`src/rtl/regfile_pkg.sv`:
```
// Shared constants for the 32-entry register file.
// The build macro REGFILE_BYPASS_EN enables same-edge write-to-read forwarding.
package regfile_pkg;

  localparam int unsigned NUM_REGS = 32;
  localparam int unsigned ADDR_W   = 5;

  localparam logic [ADDR_W-1:0] REG_ZERO = 5'd0;
  localparam logic [ADDR_W-1:0] REG_SP   = 5'd29;
  localparam logic [ADDR_W-1:0] REG_RA   = 5'd31;

  // A write takes effect only when it targets a register other than the zero register.
  function automatic logic write_commits(input logic en, input logic [ADDR_W-1:0] addr);
    return en && (addr != REG_ZERO);
  endfunction

endpackage

```
`src/rtl/regfile_rdport.sv`:
```
// One registered read port: zero masking plus optional same-edge write forwarding.
// The build macro REGFILE_BYPASS_EN selects forwarding; otherwise the port returns the pre-write value.
module regfile_rdport
  import regfile_pkg::*;
#(
  parameter int DATA_W = 32
) (
  input  logic              clk,
  input  logic              reset_n,
  input  logic              rd_en_i,
  input  logic [ADDR_W-1:0] rd_addr_i,
  input  logic [DATA_W-1:0] reg_val_i,
  input  logic              wr_commit_i,
  input  logic [ADDR_W-1:0] wr_addr_i,
  input  logic [DATA_W-1:0] wr_data_i,
  output logic [DATA_W-1:0] rd_data_o
);

`ifdef REGFILE_BYPASS_EN
  localparam bit BYPASS = 1'b1;
`else
  localparam bit BYPASS = 1'b0;
`endif

  logic              hit_s;
  logic [DATA_W-1:0] data_d;
  logic [DATA_W-1:0] data_q;

  assign hit_s = BYPASS && wr_commit_i && (wr_addr_i == rd_addr_i);

  // Next read value; the data is held whenever no read is requested.
  always_comb begin
    data_d = data_q;
    if (rd_en_i) begin
      if (rd_addr_i == REG_ZERO) begin
        data_d = '0;
      end else if (hit_s) begin
        data_d = wr_data_i;
      end else begin
        data_d = reg_val_i;
      end
    end else begin
      data_d = data_q;
    end
  end

  // Read data register.
  always_ff @(posedge clk) begin
    if (!reset_n) begin
      data_q <= '0;
    end else begin
      data_q <= data_d;
    end
  end

  assign rd_data_o = data_q;

endmodule

```
`src/rtl/regfile_rw.sv`:
```
// 32 x DATA_W register file with two registered read ports, a write port and a commit counter.
// The build macro REGFILE_BYPASS_EN enables same-edge write forwarding in both read ports.
module regfile_rw
  import regfile_pkg::*;
#(
  parameter int              DATA_W   = 32,
  parameter logic [DATA_W-1:0] SP_RESET = 32'd227
) (
  input  logic              clk,
  input  logic              reset_n,
  input  logic              wr_en,
  input  logic [ADDR_W-1:0] wr_addr,
  input  logic [DATA_W-1:0] wr_data,
  input  logic              rd_en,
  input  logic [ADDR_W-1:0] rs_addr,
  input  logic [ADDR_W-1:0] rt_addr,
  output logic [DATA_W-1:0] rs_data,
  output logic [DATA_W-1:0] rt_data,
  output logic              rd_valid,
  output logic [15:0]       wr_count
);

  logic [DATA_W-1:0] regs_q [NUM_REGS];
  logic              wr_commit_s;
  logic              rd_valid_d;
  logic              rd_valid_q;
  logic [15:0]       wr_count_d;
  logic [15:0]       wr_count_q;

  assign wr_commit_s = write_commits(wr_en, wr_addr);

  // Register array; entry 0 is never written so it stays zero after reset.
  always_ff @(posedge clk) begin
    if (!reset_n) begin
      for (int i = 0; i < NUM_REGS; i++) begin
        regs_q[i] <= '0;
      end
      regs_q[REG_SP] <= SP_RESET;
    end else if (wr_commit_s) begin
      regs_q[wr_addr] <= wr_data;
    end else begin
      regs_q[wr_addr] <= regs_q[wr_addr];
    end
  end

  // Strobe and commit-counter next state; the counter wraps naturally at 16 bits.
  always_comb begin
    rd_valid_d = rd_en;
    wr_count_d = wr_count_q;
    if (wr_commit_s) begin
      wr_count_d = wr_count_q + 16'd1;
    end else begin
      wr_count_d = wr_count_q;
    end
  end

  // Strobe and counter registers.
  always_ff @(posedge clk) begin
    if (!reset_n) begin
      rd_valid_q <= 1'b0;
      wr_count_q <= 16'd0;
    end else begin
      rd_valid_q <= rd_valid_d;
      wr_count_q <= wr_count_d;
    end
  end

  regfile_rdport #(.DATA_W(DATA_W)) u_rs_port (
    .clk         (clk),
    .reset_n     (reset_n),
    .rd_en_i     (rd_en),
    .rd_addr_i   (rs_addr),
    .reg_val_i   (regs_q[rs_addr]),
    .wr_commit_i (wr_commit_s),
    .wr_addr_i   (wr_addr),
    .wr_data_i   (wr_data),
    .rd_data_o   (rs_data)
  );

  regfile_rdport #(.DATA_W(DATA_W)) u_rt_port (
    .clk         (clk),
    .reset_n     (reset_n),
    .rd_en_i     (rd_en),
    .rd_addr_i   (rt_addr),
    .reg_val_i   (regs_q[rt_addr]),
    .wr_commit_i (wr_commit_s),
    .wr_addr_i   (wr_addr),
    .wr_data_i   (wr_data),
    .rd_data_o   (rt_data)
  );

  assign rd_valid = rd_valid_q;
  assign wr_count = wr_count_q;

endmodule

```
`config.mk`:
```
export PLATFORM = sky130hd
export DESIGN_NAME = regfile_rw
export DESIGN_NICKNAME = d
export VERILOG_FILES = /design/src/rtl/regfile_pkg.sv /design/src/rtl/regfile_rdport.sv /design/src/rtl/regfile_rw.sv
export SDC_FILE = /design/constraint.sdc
export NUM_CORES = 2
export LEC_CHECK = 0
export CORE_AREA = 3 3 258 514
export DETAILED_ROUTE_END_ITERATION = 16
export DIE_AREA = 0 0 261 517
export PLACE_DENSITY = 0.63
export RECOVER_POWER = 50
export SYNTH_ARGS = -nofsm -noshare
export SYNTH_HDL_FRONTEND = slang
export SYNTH_SLANG_ARGS = --single-unit
```
`constraint.sdc`:
```
create_clock -name clk -period 5.6 [get_ports clk]
set_clock_uncertainty 0.05 [all_clocks]
set_input_delay 1.12 -clock clk [delete_from_list [all_inputs] [get_ports clk]]
set_output_delay 1.12 -clock clk [all_outputs]
set_load 0.03 [all_outputs]
```
==> results.md <==
- The flow ran to the end, but the final reports show violations.
- The final reports fail on max-capacitance violations, max-slew violations.
- The CTS tree is built.
- The total area of multi-input combinational cells is between 20,000 and 25,000 sq um.
- Data on the critical path is required at its endpoint by about 5800 ps.
- The count of pins over their slew limit is roughly 650.
- The setup check on the worst reg-to-reg path leaves a slack of 3070 ps.
- The layout cell share with drive strength beyond 1 is between 10% and 20%.
- The cell area after synthesis is 57,900 sq um.
- The count of state elements after synthesis is about 1.1k.
- The first detailed-routing pass took 5 iterations.
- The number of H-tree branching levels is 3.
- Across the whole layout, storage elements account for 32,400 sq um.
- In this run the most critical hold path is launched from wr_count[15].
- The detailed-route vias per instance is around 6.5.
- The worst hold slack is around 430 ps.
- Summing the areas of all compound-gate instances in the mapped netlist gives under 10% of the synthesized area.
- After filler insertion, the fill cell instance count of the layout stands at 10.8k.
- Entering global routing, the biggest net connects just over 90 pins.
- The die boundary width is ~260 um.
- The number of global-route vias before repair is about 40k.
- The path class of the tightest hold or removal check is register to register.
- The number of placement rows is around 190.
- By area the synthesized netlist is led by edfxtp_1 53%, mux4_2 14%, and2_1 11%.
- The launch point of the worst path is wr_addr[3].
- The post-detailed-route DRC marker count is 0.
- The sum of routed wire length over all layers is 213 mm.
- The most common cell in the synthesized netlist is and2_1.
- Yosys printed 0 warnings.
- The floorplan step set the die height to roughly 520 um.
- The layout overhead on the synthesized area is 12.4%.
- The count of maximum capacitance violations is 29.
- At the pin with the least slew margin, the transition time is slightly above 3000 ps.
- The worst hold path was traced through 2 stages.
- The worst pin sits at a relative slew slack of -102%.
- Dividing the synthesized area by the synthesized cell count gives roughly 14 sq um.
- The top cell type by area accounts for 53.1% of the synthesized area.
- In the synthesized netlist the dominant register cell turns out to be edfxtp_1.
- The share of flip-flops with an asynchronous set or reset is 0%.
- The fraction of the cycle the final worst path needs is a little under nine tenths.
- The worst path in the final design needs a cycle of approximately 4800 ps, including I/O delays and setup.
- The source of the worst register-to-register timing path is regs_q[29][1].
- The number of buffers inserted by port buffering is between 100 and 150.
- For this run, global-route usage on met1 was measured as ~34%.
- The end point of the critical path is regs_q[12][1].
- Across every metal layer, demand over resource in global routing totals between 30% and 40%.
- During I/O placement, the number of pins put on the boundary was roughly 130.
- The number of cells on the worst reg-to-reg path is 4.
- The xor/xnor cell area share of the yosys netlist is less than 1%.
- The number of hold buffers added after CTS was 0.
- The met2 routing resource usage after global routing is between 50% and 60%.
- By count the netlist is led by 1,037 x and2_1, 1,024 x edfxtp_1, 381 x mux2i_1, 352 x mux4_2, 327 x clkbuf_1.
- The routed layout has between 30k and 40k vias.
- In this run the critical register-to-register path is captured at u_rt_port.rd_data_o[1].
- The clock transition time at the flip-flop clock pins of the worst setup and hold paths is roughly 60 ps.
- The detail route stage leaves a number of antenna-violating nets equal to 0.
- The post-synthesis share of cell area spent on full adders, half adders and majority gates is less than 1%.
- The largest family of logic cells by synthesized area is multiplexers.
- The critical path is of the input port to register type.
- The later pin in the worst-skew pair is clocked with a latency of approximately 750 ps.
- Of all nets on the critical path, the largest fanout is 21.
- Excluding fillers, the count of instances in the completed layout stands at a little under 6k.
- The final-layout setup total negative slack is 0 ps.
- The floorplan step defined a core boundary enclosing ~130,000 sq um.
- The detailed router finished its first iteration with 4,669 violations.
- The power density over the cells is about 300 nW/um^2.
- The initial core utilization is 45.0%.
- The share of the yosys chip area belonging to registers is 55.9%.
- The total grt overflow is 0.
- The worst setup path is launched from an input port.
- The worst slack at placement is between 1000 and 1500 ps.
- The worst setup path is captured at a register.
- For this design the static power due to leakage is ~22 nW.
- Synthesis produced ~4.1k cells.
- The number of setup buffers added after CTS is 0.
- The simple-gate share of the synthesized area is ~14%.
- No sink is reached through more buffers than the 3 on the longest clock path.
- The global routing stage identified its most utilized layer as met2.
- The CTS sink count is 1,105.
- Setup repair after global routing left no endpoint under its margin.
- The slack of the critical path is approximately 820 ps.
- The number of distinct library cells after synthesis is 53.
- The number of antenna violations at the first check in global routing is 22.
- In the final design database the tool counted about 4.2k nets.
- The fmax is 209 MHz.
- For this run, global-route usage on met3 was measured as approximately 6.2%.
- The maximum ir drop on the vdd rail is 0.224 mV.
- The wire length of the first global-routing pass is 296 mm.
- The final RePlAce weighted congestion is just over 0.9.
- The area after detailed placement is about 62,000 sq um.
- Gates resized during post-CTS repair numbered 0.
- The post-route cell area is 65,100 sq um.
- Setup violations remaining at the end of the flow were counted as 0.
- The worst path arrival time is 5010 ps.
- The HPWL after detailed placement is roughly 140 mm.
- Clock tree synthesis selected as its root buffer the cell clkbuf_16.
- After detailed placement, the design holds a cell count of 5,690.
- The final count of hold timing violations came to 0.
- Dividing the detail-routed wire length by the instance count gives about 36 um.
- The die covers around 130,000 sq um.
- The synthesized design contains between 1k and 1.5k enable-type register cells.
- The TritonCTS buffer count is around 100.
- In the synthesized netlist, mux cells make up 20.8% of the area.
- The synthesized design spends more area on one cell type than any other, namely edfxtp_1.
## worst min path at each step
stage                         to
finish              wr_count[15]
CTS                 wr_count[15]
global route        wr_count[15]
floorplan           wr_count[15]
detailed placement  wr_count[15]
global placement    wr_count[15]
## worst max-delay path, cell delays in order
cell and delay [ps]:
dlygate4sd3_1 840, nand2b_1 420, o21ai_4 720, clkbuf_1 1870
## power breakdown
part | internal (W) | leakage, nW | switching, W
Clock | 0.00411 | 1.69 | 0.00335
Combinational | 0.000930 | 10.3 | 0.00143
Sequential | 0.00948 | 10.4 | 0.000308
## area by class of cell
type	instances	share of cell area, %
flip-flops and latches	1105	49.8
multi-input cells	2596	37.1
repair buffers	294	4.40
clock buffers	124	4.13
well taps	1692	3.25
clock inverters	68	1.26
diodes	12	0.0462
inverters	3	0.0173
## flip-flops by register name (all words and copies together) (netlist names)
register / cells
rd_valid: 1
regs_q: 1024
u_rs_port.rd_data_o: 32
u_rt_port.rd_data_o: 32
wr_count: 16
## logic make-up (layout without fill, tap and decap cells)
family | after synthesis | count (layout)
and+or+nand+nor | 1333 | 1333
buffers and inverters | 433 | 489
DFF | 1105 | 1105
xor gates and xnor gates | 4 | 4
muxes | 758 | 758
other | 1 | 44
AOI/OAI and AO/OA | 468 | 468
adders and majority gates | 1 | 1
## per-stage QoR
stage	utilization, %	total power (W)
finish	50.6	0.0196
global route	50.5	0.0201
CTS	50.8	0.0197
detailed placement	48.1	0.0123
global placement	48.1	0.0123
floorplan	-	0.0112
## routing by layer
layer | share of wire [%] | wire length [um]
met3 | 8.6 | 18300
met5 | 0.016 | 35
met1 | 32 | 69100
met2 | 51 | 108000
met4 | 8.3 | 17600
## cells in the final DEF (no fill, tap or decap), types with 25 or more instances in the layout
cell,Yosys,layout
a21oi_1,56,56
edfxtp_1,1024,1024
nand2b_1,38,35
o311ai_0,32,32
mux2_2,25,25
and2_0,0,245
a22oi_1,128,128
buf_12,0,35
mux4_2,352,352
dfxtp_1,81,81
a2111oi_0,49,49
dlygate4sd3_1,0,78
clkbuf_1,327,46
nor2b_1,89,83
clkbuf_16,0,102
mux2i_1,381,381
nor4_1,32,32
buf_4,7,99
o21ai_0,62,48
o22ai_1,25,25
or2_2,34,34
clkdlybuf4s50_1,0,42
conb_1,1,32
a211oi_1,43,43
and2_1,1037,790
Note: power is estimated with default switching activity, not from simulation.
